`src/rtl/regfile_pkg.sv`:
```
// Shared types and default widths for the register file and its clear sequencer.
package regfile_pkg;

  // Clear sequencer states: idle (accepting traffic) or sweeping zeroes.
  typedef enum logic {
    IDLE  = 1'b0,
    SWEEP = 1'b1
  } state_t;

  localparam int DATA_W_DEF = 16;
  localparam int ADDR_W_DEF = 4;

endpackage

```
`src/rtl/regfile_clear_fsm.sv`:
```
// Clear sequencer: walks every register index once, one per cycle, while
// holding ready low, then pulses clearDone on the final index.
import regfile_pkg::*;

module regfile_clear_fsm #(
  parameter int ADDR_W = ADDR_W_DEF
) (
  input  logic              clk,
  input  logic              reset,
  input  logic              clearReq,
  output logic              ready,
  output logic              clearDone,
  output logic              sweepEn,
  output logic [ADDR_W-1:0] sweepIdx
);

  localparam logic [ADDR_W-1:0] LAST_IDX = '1;

  state_t            state, state_next;
  logic [ADDR_W-1:0] cnt, cnt_next;

  // State register and sweep counter; reset drops straight back to idle.
  always_ff @(posedge clk or posedge reset) begin
    if (reset) begin
      state <= IDLE;
      cnt   <= '0;
    end else begin
      state <= state_next;
      cnt   <= cnt_next;
    end
  end

  // Next-state and output decode; clearReq is only honoured while idle.
  always_comb begin
    state_next = state;
    cnt_next   = cnt;
    ready      = 1'b0;
    clearDone  = 1'b0;
    sweepEn    = 1'b0;
    case (state)
      IDLE: begin
        ready = 1'b1;
        if (clearReq) begin
          state_next = SWEEP;
          cnt_next   = '0;
        end
      end
      SWEEP: begin
        sweepEn  = 1'b1;
        cnt_next = cnt + ADDR_W'(1);
        if (cnt == LAST_IDX) begin
          state_next = IDLE;
          clearDone  = 1'b1;
        end
      end
      default: begin
        state_next = IDLE;
      end
    endcase
  end

  assign sweepIdx = cnt;

endmodule

```
`src/rtl/regfile_scoreboard.sv`:
```
// Parametrised register file with two bypassed read ports, one write port,
// a per-register busy scoreboard and a multi-cycle clear sweep.
// Optional: define REGFILE_ZERO_REG_EN to hardwire register 0 to zero.
import regfile_pkg::*;

module regfile_scoreboard #(
  parameter int DATA_W = DATA_W_DEF,
  parameter int ADDR_W = ADDR_W_DEF
) (
  input  logic              clk,
  input  logic              reset,
  input  logic              regWrite,
  input  logic [ADDR_W-1:0] destReg,
  input  logic [DATA_W-1:0] writeData,
  input  logic [ADDR_W-1:0] srcRegA,
  input  logic [ADDR_W-1:0] srcRegB,
  output logic [DATA_W-1:0] outBusA,
  output logic [DATA_W-1:0] outBusB,
  output logic              busyA,
  output logic              busyB,
  input  logic              rsvEn,
  input  logic [ADDR_W-1:0] rsvReg,
  input  logic              clearReq,
  output logic              ready,
  output logic              clearDone
);

  localparam int DEPTH = 1 << ADDR_W;

`ifdef REGFILE_ZERO_REG_EN
  localparam bit ZERO_REG = 1'b1;
`else
  localparam bit ZERO_REG = 1'b0;
`endif

  logic [DATA_W-1:0] regs [DEPTH];
  logic [DEPTH-1:0]  busy;
  logic              sweepEn;
  logic [ADDR_W-1:0] sweepIdx;
  logic              wr_en, rsv_en, hit_a, hit_b;

  regfile_clear_fsm #(.ADDR_W(ADDR_W)) u_clear_fsm (
    .clk       (clk),
    .reset     (reset),
    .clearReq  (clearReq),
    .ready     (ready),
    .clearDone (clearDone),
    .sweepEn   (sweepEn),
    .sweepIdx  (sweepIdx)
  );

  // Traffic is accepted only while idle; a hardwired zero register drops index 0.
  assign wr_en  = ready && regWrite && !(ZERO_REG && destReg == '0);
  assign rsv_en = ready && rsvEn && !(ZERO_REG && rsvReg == '0);
  assign hit_a  = wr_en && (destReg == srcRegA);
  assign hit_b  = wr_en && (destReg == srcRegB);

  // Storage and scoreboard update; a reserve is applied after the write so
  // the new producer wins when both target the same index.
  always_ff @(posedge clk or posedge reset) begin
    if (reset) begin
      regs <= '{default: '0};
      busy <= '0;
    end else if (sweepEn) begin
      regs[sweepIdx] <= '0;
      busy[sweepIdx] <= 1'b0;
    end else begin
      if (wr_en) begin
        regs[destReg] <= writeData;
        busy[destReg] <= 1'b0;
      end
      if (rsv_en) begin
        busy[rsvReg] <= 1'b1;
      end
    end
  end

  // Combinational read ports with same-cycle write bypass.
  always_comb begin
    outBusA = hit_a ? writeData : regs[srcRegA];
    outBusB = hit_b ? writeData : regs[srcRegB];
    busyA   = busy[srcRegA] && !hit_a;
    busyB   = busy[srcRegB] && !hit_b;
    if (ZERO_REG && srcRegA == '0) begin
      outBusA = '0;
      busyA   = 1'b0;
    end
    if (ZERO_REG && srcRegB == '0) begin
      outBusB = '0;
      busyB   = 1'b0;
    end
  end

endmodule

```
`config.mk`:
```
export PLATFORM = sky130hd
export DESIGN_NAME = regfile_scoreboard
export DESIGN_NICKNAME = d
export VERILOG_FILES = /design/src/rtl/regfile_pkg.sv /design/src/rtl/regfile_clear_fsm.sv /design/src/rtl/regfile_scoreboard.sv
export SDC_FILE = /design/constraint.sdc
export NUM_CORES = 1
export LEC_CHECK = 0
export BUFFER_PORTS_ARGS = -buffer_cell sky130_fd_sc_hd__clkbuf_2
export CORE_ASPECT_RATIO = 1.5
export CORE_MARGIN = 3
export CORE_UTILIZATION = 46
export CTS_CLUSTER_DIAMETER = 60
export DETAILED_ROUTE_END_ITERATION = 16
export PLACE_DENSITY_LB_ADDON = 0.25
export SETUP_SLACK_MARGIN = 0.1
export SLEW_MARGIN = 30
export SYNTH_ARGS = -nofsm -noshare
export SYNTH_HDL_FRONTEND = slang
export SYNTH_HIERARCHICAL = 1
export SYNTH_SLANG_ARGS = --single-unit
```
`constraint.sdc`:
```
create_clock -name clk -period 31.1 [get_ports clk]
set_clock_uncertainty 0.2 [all_clocks]
set_input_delay 9.33 -clock clk [delete_from_list [all_inputs] [get_ports clk]]
set_output_delay 9.33 -clock clk [all_outputs]
set_load 0.01 [all_outputs]
```
* After elaboration in Yosys (flattened, before gate mapping)
Index checks and enable logic that the tools add are counted.
W data, S select, Z words.
** Cells by class
- Bitwise operators :: 12
- Multiplexer cells :: 38
- Reduce and logical (&&, ||, !) cells :: 14
- Add/subtract/negate cells :: 1
- Order comparisons :: 14
- Equality and inequality tests :: 4
** Operator list (count)
- $mux W256 :: 2
- $and A256 B256 Y256 :: 1
- $bwmux W256 :: 1
- $not A256 Y256 :: 1
- $mux W16 :: 12
- $bmux W16 S4 :: 2
- $demux W16 S4 :: 2
- $and A16 B16 Y16 :: 2
- $not A16 Y16 :: 2
- $lt A4 B5 Y1 const B :: 5
- $ge A5 B5 Y1 const B :: 4
- $not A4 Y5 :: 4
- $or A16 B16 Y16 :: 1
- $demux W1 S4 :: 3
- $ge A4 B1 Y1 const B :: 3
- $logic_and A1 B1 Y1 :: 11
- $mux W1 :: 11
- $lt A5 B1 Y1 const B :: 2
- $bmux W1 S4 :: 2
- $eq A4 B4 Y1 :: 2
- $pmux W4 S2 :: 1
- $add A4 B1 Y4 const B :: 1
- $eq A4 B4 Y1 const B :: 1
- $mux W4 :: 1
- other kinds (5) :: 6
** Word-level totals
- Input port bits :: 37
- Register bits after elaboration :: 277
- Output and inout bits :: 36
- Word-level logic and storage cells :: 102

* Logic depth before layout (Yosys ltp)
Gate-level depths: netlist (run 1).
- Word-level depth :: 11
- Mapped depth :: 8
- Mapped depth without buffers :: 5

* Hierarchy
The synthesis (run 1) kept the hierarchy.
** Modules (own cells, without submodules)
- regfile_scoreboard :: area an instance 15112.0 µm², cells each 1047, times used 1, seq. area each 6806.5 µm²
- regfile_clear_fsm :: area an instance 236.5 µm², cells each 25, times used 1, seq. area each 125.1 µm²

* Worst setup path before layout (run 1)
OpenSTA, ideal clock, no wires.
- Path kind :: input -> output
- Start point :: input port srcRegA[0]
- End point :: output port busyA
- Required time :: 21.570 ns
- Data arrival time :: 10.773 ns
- Buffers on the path :: 2
- Cell stages on the path :: 5
- Setup slack :: 10.797 ns
- Cell sequence :: buf_2 > buf_2 > mux4_2 > mux2_2 > o211a_1
** On the way
- Cells in the longest elaborated chain, start to end :: 4
- Elaborated cells between the ends (all ways) :: 6
- Those cells by class :: eq/ne: 1; mux: 2; reduce/logical: 3
** RTL lines
- start, declared :: line regfile_scoreboard.sv:15 : input logic [ADDR_W-1:0] srcRegA,
- parallel branches: the longest is 3 deep, another holds $bmux W1 S4
- $logic_and A1 B1 Y1 * :: line regfile_scoreboard.sv:82 : busyA = busy[srcRegA] && !hit_a;
- end, declared :: line regfile_scoreboard.sv:19 : output logic busyA,
Mark *: on every way between the ends. The select of a mux whose other input is x is not followed.

* Worst setup path after layout (run 1)
- Start point :: input port srcRegA[0]
- End point :: output port outBusA[0]
** On the way
- Cells in the longest elaborated chain, start to end :: 5
- Elaborated cells between the ends (all ways) :: 7
- Those cells by class :: eq/ne: 1; mux: 4; bitwise: 1; reduce/logical: 1
** RTL lines
- $not A4 Y5 (not written as such) :: line regfile_scoreboard.sv:80 : outBusA = hit_a ? writeData : regs[srcRegA];
- $bmux W16 S4 :: line regfile_scoreboard.sv:80
- $mux W16 (not written as such) (2 in a row) :: line regfile_scoreboard.sv:80
- $mux W16 * :: line regfile_scoreboard.sv:80
- end, declared :: line regfile_scoreboard.sv:17 : output logic [DATA_W-1:0] outBusA,
Every way passes the cells marked *; elsewhere a longest branch is shown, timed or not. The select of a mux whose other input is x is not followed.

==> flow_metrics.env, run 1 <==
export IMPL_areaGrowthSynthToFinish_pct=11.1
export IMPL_cts_path_max_buffers=3
export IMPL_slowest_stage="buf_4"
export IMPL_crit_family="buffers and inverters"
export IMPL_netlist_cell_type_count=49
export IMPL_arrival_ps=12210
export IMPL_tns_ps=0
export IMPL_dieArea_um2=35600
export IMPL_final_common_cell="dfrtp_1"
export IMPL_drc=0
export IMPL_slew_headroom_pct=29.2
export IMPL_synth_area_leader_cell="dfrtp_1"
export IMPL_multi_input_area_um2=7790
export IMPL_grt_pass1_vias=11400
export IMPL_clock_sinks=277
export IMPL_crit_path_start_kind="input pin"
export IMPL_ir_drop_mv=0.0689
export IMPL_cts_tree="built"
export IMPL_critPathKind="input pin to output port"
export IMPL_core_rowCount=81
export IMPL_antenna_found_initial=3
export IMPL_place_hpwl_um=28600
export IMPL_clock_fmax_ghz=0.0460
export IMPL_postSynthCellCount=1072
export IMPL_nFillCells=2759
export IMPL_power_mw=0.970
export IMPL_start_util_pct=46.9
export IMPL_grt_busiest_layer="met2"
export IMPL_min_period_ps=21740
export IMPL_cts_clk_slew_worst_paths_ps=60
export IMPL_port_buffers=72
export IMPL_core_area_um2=32700
export IMPL_outcome="finished clean"
export IMPL_drv_slew=0
export IMPL_place_congestion=0.822
export IMPL_synth_fp_nets=1110
export IMPL_post_cts_resize_count=0
export IMPL_postCtsHoldBufs=0
export IMPL_crit_fanout=45
export IMPL_met2_usage_pct=45.1
export IMPL_min_period_over_period_pct=69.9
export IMPL_hp_class="register to register"
export IMPL_vias=11100
export IMPL_syn_area_per_cell_um2=14.3
export IMPL_clk_latency_ps=570
export IMPL_post_cts_buffers=0
export IMPL_cts_root_buf="clkbuf_16"
export IMPL_synth_edf_count=0
export IMPL_slowest_delay_ps=820
export IMPL_use_met1_pct=38.6
export IMPL_grt_use_total_pct=28.5
export IMPL_p_leak_nw=7.76
export IMPL_io_pins=73
export IMPL_worst_pin_slew_ps=1060
export IMPL_crit_path_end_kind="output port"
export IMPL_yosys_warnings=6
export IMPL_die_x_um=155
export IMPL_r2r_slack_ps=27860
export IMPL_antenna_left=0
export IMPL_hold_violations=0
export IMPL_rsz0062_at_grt="false"
export IMPL_yosys_top_cells_area="dfrtp_1, mux4_2, a22o_1"
export IMPL_first_iter_violations=1154
export IMPL_p_per_area_nw_per_um2=56.9
export IMPL_htreeDepth=1
export IMPL_grt_overflow=0
export IMPL_synth_top_area_share_pct=45.2
export IMPL_routedWlPerCell_um=33.5
export IMPL_grt_pass1_wl_um=76000
export IMPL_cts_buffers=30
export IMPL_synthArstFlopShare_pct=100
export IMPL_use_met3_pct=5.03
export IMPL_synth_cell_area_um2=15300
export IMPL_drt_total_wl_um=50900
export IMPL_cp_required_ps=21570
export IMPL_setup_viol=0
export IMPL_max_cap_violations=0
export IMPL_die_h_um=230
export IMPL_first_pass_iters=5
export IMPL_viasPerCell=7.27
export IMPL_drive_gt1_share_pct=33.1
export IMPL_grt_max_degree=125
export IMPL_synth_ff_type="dfrtp_1"
export IMPL_regArea_um2=6930
export IMPL_worst_path_buf_inv=3
export IMPL_crit_top_cell="buf_4"
export IMPL_layout_common_cells="dfrtp_1, a22o_1, mux4_2, mux2i_1, clkbuf_2"
export IMPL_worstPathCellList="buf_4 > buf_4 > xnor2_1 > nand4_2 > mux2_2 > clkbuf_2"
export IMPL_nets=1120
export IMPL_synth_seq_cells=277
export IMPL_seq_area_frac_synth_pct=45.2
export IMPL_antenna_cells=0
[stage by stage]
stage          area [um^2]  worst slack [ps]  hold slack (ps)  util (%)  instances
2_1_floorplan        15300             10800              258         -       1072
3_3_place_gp         15900              9360              278      48.5       1464
3_5_place_dp         15900              9290              290      48.5       1464
4_1_cts              17000              9280              304      52.0       1520
5_1_grt              17100              9220              332      52.1       1521
6_report             17100              9360              307      52.1       1521
[power breakdown]
| group | total [mW] | internal, mW | leakage, nW | switching (mW) |
|---|---|---|---|---|
| Sequential | 0.392 | 0.373 | 3.86 | 0.0187 |
| Clock | 0.409 | 0.250 | 0.557 | 0.159 |
| Combinational | 0.169 | 0.0489 | 3.35 | 0.120 |
[state kept, by name, indices dropped and copies added, names as in the netlist]
signal and count:
busy 16, u_clear_fsm/sweepIdx 4, regs 256, u_clear_fsm/state 1
[path summary, 6_finish.rpt]
check,from,end,depth (start not counted)
setup / recovery,srcRegA[0],outBusA[0],6
hold / removal,busy[3],busy[3],1
setup reg to reg,u_clear_fsm/state,regs[250],8
hold reg to reg,busy[3],busy[3],1
max in group asynchronous,reset,regs[237],3
min in group asynchronous,reset,u_clear_fsm/sweepIdx[1],2
[synthesized netlist by cell type, drive strengths merged (2+ instances only)]
| cell | count |
|---|---|
| xnor2 | 7 |
| a21oi | 11 |
| nor2 | 20 |
| o32a | 2 |
| dfrtp | 277 |
| or3 | 2 |
| inv | 6 |
| nor4 | 2 |
| nor2b | 3 |
| o2bb2ai | 2 |
| o31ai | 2 |
| nor3 | 19 |
| mux4 | 136 |
| buf | 103 |
| a31oi | 2 |
| and3 | 3 |
| o2111ai | 2 |
| o211a | 2 |
| mux2i | 98 |
| and4b | 2 |
| nand4 | 3 |
| o21ai | 4 |
| a22o | 263 |
| nand2 | 20 |
| o22ai | 2 |
| nand2b | 4 |
| clkbuf | 24 |
| nand4bb | 2 |
| mux2 | 34 |
| xor2 | 2 |
| nand3 | 4 |
[layout make-up]
| cell class | instances | share of cell area (%) |
|---|---|---|
| Timing Repair Buffer | 105 | 3.67 |
| Multi-Input combinational cell | 662 | 45.7 |
| Sequential cell | 277 | 40.7 |
| Inverter | 6 | 0.205 |
| Clock inverter | 13 | 1.25 |
| Tap cell | 415 | 3.05 |
| Clock buffer | 43 | 5.46 |
[kinds of logic after synthesis]
kind of cell / after synthesis / synth area share, %
AO/OA/AOI/OAI: 295 / 16.6
flip-flops: 277 / 45.2
multiplexers: 268 / 28.8
buffers and inverters: 133 / 4.49
AND/OR/NAND/NOR: 89 / 4.26
XOR/XNOR: 9 / 0.514
adder cells (fa/ha/maj): 1 / 0.0815
[routing by layer]
| layer | part of all wire (%) | up-vias |
|---|---|---|
| met4 | 5.0 | 4 |
| met2 | 48 | 675 |
| met1 | 38 | 5869 |
| met5 | 0.049 | - |
| li1 | - | 4348 |
| met3 | 8.8 | 163 |
No activity file was read; power rests on OpenSTA's default activity.
==> run 2, diff against run 1 <==
clock period = 20.6 ns   (was 31.1 ns; I/O delays follow)
==> flow_metrics.env, run 2 (synthesis results as in run 1) <==
export IMPL_outcome="finished clean"
export IMPL_rsz0062_at_grt="false"
export IMPL_arrival_ps=9000
export IMPL_dieArea_um2=35600
export IMPL_slew_headroom_pct=29.9
export IMPL_post_cts_buffers=0
export IMPL_cts_root_buf="clkbuf_16"
export IMPL_dp_cells=1464
export IMPL_nets=1120
export IMPL_min_period_over_period_pct=74.7
export IMPL_drc=0
export IMPL_min_period_ps=15380
export IMPL_ir_drop_mv=0.0662
export IMPL_dp_slack_ps=5080
export IMPL_cts_path_max_buffers=3
export IMPL_grt_max_degree=125
export IMPL_core_area_um2=32700
export IMPL_largest_reg_flops=256
export IMPL_grt_overflow=0
export IMPL_start_util_pct=46.9
export IMPL_drive_gt1_share_pct=32.5
export IMPL_fin_ws_ps=5220
export IMPL_stdcell_count=1519
export IMPL_drt_total_wl_um=50300
export IMPL_nFillCells=2811
export IMPL_viasPerCell=7.23
export IMPL_cts_tree="built"
export IMPL_worst_pin_slew_ps=1050
export IMPL_p_leak_nw=7.72
export IMPL_areaGrowthSynthToFinish_pct=10.5
export IMPL_port_buffers=72
export IMPL_regArea_um2=6930
export IMPL_first_iter_violations=1068
export IMPL_cts_buffers=29
export IMPL_place_area_um2=15900
export IMPL_die_x_um=155
export IMPL_clock_fmax_ghz=0.0650
export IMPL_grt_pass1_wl_um=75400
export IMPL_hold_violations=0
export IMPL_top_register="regs"
export IMPL_tns_ps=0
export IMPL_drv_slew=0
export IMPL_grt_pass1_vias=11500
export IMPL_final_core_util_pct=51.8
export IMPL_multi_input_area_um2=7790
export IMPL_htreeDepth=1
export IMPL_antenna_found_initial=1
export IMPL_hp_class="register to register"
export IMPL_core_rowCount=81
export IMPL_vias=11000
export IMPL_crit_path_start_kind="input pin"
export IMPL_routedWlPerCell_um=33.1
export IMPL_place_congestion=0.822
export IMPL_first_pass_iters=6
export IMPL_p_per_area_nw_per_um2=83.0
export IMPL_max_cap_violations=0
export IMPL_layout_common_cells="dfrtp_1, a22o_1, mux4_2, mux2i_1, clkbuf_2"
export IMPL_cp_required_ps=14220
export IMPL_die_h_um=230
export IMPL_clock_sinks=277
export IMPL_setup_viol=0
export IMPL_postCtsHoldBufs=0
export IMPL_post_cts_resize_count=0
export IMPL_grt_use_total_pct=28.3
export IMPL_crit_fanout=45
export IMPL_final_common_cell="dfrtp_1"
export IMPL_crit_path_end_kind="output port"
export IMPL_place_hpwl_um=28600
export IMPL_io_pins=73
export IMPL_cts_clk_slew_worst_paths_ps=60
export IMPL_fin_area_um2=17000
export IMPL_critPathKind="input pin to output port"
export IMPL_antenna_left=0
export IMPL_clk_latency_ps=560
## run 2: changes by cell type in the layout (fill, tap and decap cells not counted), moves of 2 or more
cell,delta
clkbuf_1,+4
clkinvlp_4,-3
clkbuf_16,-2
bufinv_16,-2
clkbuf_8,+2
## run 2: worst paths after layout
path | start | to | slack [ps] | depth (start not counted)
setup reg to reg | u_clear_fsm/state | regs[247] | 17380 | 8
max in group asynchronous | reset | regs[205] | 13750 | 3
hold / removal | busy[3] | busy[3] | 300 | 1
hold reg to reg | busy[3] | busy[3] | 300 | 1
setup / recovery | srcRegA[0] | outBusA[0] | 5220 | 6
min in group asynchronous | reset | u_clear_fsm/sweepIdx[1] | 5390 | 2
## run 2: critical path, cell delays in order
cell	delay, ps
buf_4	400
buf_4	800
xnor2_1	210
nand4_2	660
mux2_2	570
clkbuf_2	140
## run 2: cell type report
class / count / area share (%)
clock buffer: 46 / 5.36
sequential: 277 / 40.9
inverter: 6 / 0.177
clock inverter: 6 / 0.642
timing repair buffer: 106 / 3.89
multi-input combinational: 662 / 46.0
antenna: 1 / 0.0148
tap: 415 / 3.06
## run 2: report_power, final
part | internal (mW) | switching [mW]
Sequential | 0.563 | 0.0282
Clock | 0.338 | 0.223
Combinational | 0.0744 | 0.181
## run 2: metrics by stage
stage,power [mW],hold WS (ps)
CTS,1.41,300
finish,1.41,302
global route,1.45,333
global placement,0.846,278
floorplan,0.753,258
detailed placement,0.849,287
## run 2: routing by layer
layer	share of wire (%)	up-vias	track usage [%]
met5	0	-	0
met2	48	655	44.4
met4	5.0	0	13.5
met3	9.1	161	5.10
met1	38	5820	38.3
li1	-	4342	-
==> run 3, diff against run 2 <==
clock period = 13.7 ns   (was 20.6 ns; I/O delays follow)
==> flow_metrics.env, run 3 (synthesis results as in run 1) <==
export IMPL_die_h_um=230
export IMPL_largest_reg_flops=256
export IMPL_grt_pass1_vias=11500
export IMPL_grt_overflow=0
export IMPL_clock_sinks=277
export IMPL_first_iter_violations=1126
export IMPL_postCtsHoldBufs=0
export IMPL_start_util_pct=46.9
export IMPL_cts_tree="built"
export IMPL_power_mw=2.18
export IMPL_p_per_area_nw_per_um2=128
export IMPL_max_cap_violations=0
export IMPL_place_congestion=0.853
export IMPL_drv_slew=0
export IMPL_setup_viol=0
export IMPL_dieArea_um2=35600
export IMPL_top_register="regs"
export IMPL_io_pins=73
export IMPL_tns_ps=0
export IMPL_cts_path_max_buffers=3
export IMPL_routedWlPerCell_um=32.8
export IMPL_crit_fanout=23
export IMPL_vias=10900
export IMPL_slowest_stage="nand4_2"
export IMPL_min_period_ps=11110
export IMPL_hp_class="register to register"
export IMPL_areaGrowthSynthToFinish_pct=11.0
export IMPL_startpoint="srcRegA[2]"
export IMPL_cp_required_ps=9390
export IMPL_clk_latency_ps=570
export IMPL_post_cts_buffers=0
export IMPL_slowest_delay_ps=710
export IMPL_grt_pass1_wl_um=75000
export IMPL_cts_root_buf="clkbuf_16"
export IMPL_worst_path_buf_inv=3
export IMPL_min_period_over_period_pct=81.1
export IMPL_rsz0062_at_grt="false"
export IMPL_worst_pin_slew_ps=1040
export IMPL_antenna_left=0
export IMPL_wl_met3_um=4330
export IMPL_viasPerCell=7.14
export IMPL_met1Wirelength_um=19200
export IMPL_nets=1125
export IMPL_post_cts_resize_count=0
export IMPL_regToRegStartpoint="u_clear_fsm/state"
export IMPL_core_area_um2=32700
export IMPL_grt_use_total_pct=28.1
export IMPL_ir_drop_mv=0.129
export IMPL_clock_fmax_ghz=0.0900
export IMPL_highest_layer="met4"
export IMPL_final_common_cell="dfrtp_1"
export IMPL_drc=0
export IMPL_p_leak_nw=7.78
export IMPL_die_x_um=155
export IMPL_regArea_um2=6930
export IMPL_layout_common_cells="dfrtp_1, a22o_1, mux4_2, mux2i_1, clkbuf_2"
export IMPL_hold_violations=0
export IMPL_drt_total_wl_um=50100
export IMPL_worstPathCellList="clkbuf_2 > buf_4 > xnor2_1 > nand4_2 > mux2_2 > clkbuf_2"
export IMPL_crit_path_end_kind="output port"
export IMPL_route_met2_wl_um=24500
export IMPL_drive_gt1_share_pct=33.2
export IMPL_port_buffers=72
export IMPL_crit_family="buffers and inverters"
export IMPL_nFillCells=2750
export IMPL_crit_path_start_kind="input pin"
export IMPL_arrival_ps=6800
export IMPL_hold_start="regs[88]"
export IMPL_grt_max_degree=116
export IMPL_first_pass_iters=5
export IMPL_crit_top_cell="clkbuf_2"
export IMPL_critPathKind="input pin to output port"
export IMPL_outcome="finished clean"
export IMPL_core_rowCount=81
export IMPL_antenna_found_initial=2
export IMPL_cts_buffers=30
export IMPL_slew_headroom_pct=30.7
export IMPL_htreeDepth=1
export IMPL_cts_clk_slew_worst_paths_ps=60
export IMPL_multi_input_area_um2=7760
export IMPL_place_hpwl_um=29100
==> run 3: changes by cell type in the layout (fill, tap and decap cells not counted), sizes merged <==
cell | previous run | this run
clkbuf | 115 | 107
inv | 7 | 9
buf | 37 | 42
bufinv | 3 | 7
diode | 1 | 2
clkinv | 2 | 6
clkinvlp | 0 | 1
==> run 3: cell type report <==
| type | count | share of cell area, % |
|---|---|---|
| diodes | 2 | 0.0294 |
| clock buffers | 39 | 4.96 |
| clock inverters | 17 | 1.67 |
| inverters | 6 | 0.176 |
| multi-input cells | 662 | 45.5 |
| flip-flops and latches | 277 | 40.7 |
| well taps | 415 | 3.05 |
| repair buffers | 110 | 3.89 |
==> run 3: path summary, 6_finish.rpt <==
path,to,slack [ps],depth (start not counted)
max,outBusA[7],2590,6
min,regs[88],320,1
max reg2reg,regs[255],10190,7
min reg2reg,regs[88],320,1
max in group asynchronous,regs[76],7800,4
min in group asynchronous,u_clear_fsm/state,3280,2
==> run 3: worst reg2reg max path, cell delays in order (launching register included) <==
cell and delay (ps):
dfrtp_1 650, inv_2 390, nand4bb_1 810, nor4_4 390, buf_4 390, nor2_2 80
buf_4 250, a22o_1 230
==> run 3: stage by stage <==
| stage | instances | util, % | worst slack (ps) | cell area [um^2] | hold WS [ps] |
|---|---|---|---|---|---|
| 2_1_floorplan | 1072 | - | 1890 | 15300 | 258 |
| 3_3_place_gp | 1469 | 48.5 | 2630 | 15900 | 273 |
| 3_5_place_dp | 1470 | 48.6 | 2640 | 15900 | 288 |
| 4_1_cts | 1526 | 52.0 | 2640 | 17000 | 301 |
| 5_1_grt | 1526 | 52.0 | 2550 | 17000 | 330 |
| 6_report | 1528 | 52.0 | 2590 | 17000 | 317 |
==> run 3: metal layers <==
layer	vias to the layer above	GRT usage, %
met5	-	0
met4	0	11.0
met3	109	5.67
met2	627	45.4
met1	5805	37.6
li1	4363	-
==> run 3: report_power, final <==
group / switching (mW) / total (mW) / internal (mW)
Clock: 0.351 / 0.919 / 0.568
Sequential: 0.0408 / 0.887 / 0.846
Combinational: 0.262 / 0.374 / 0.112
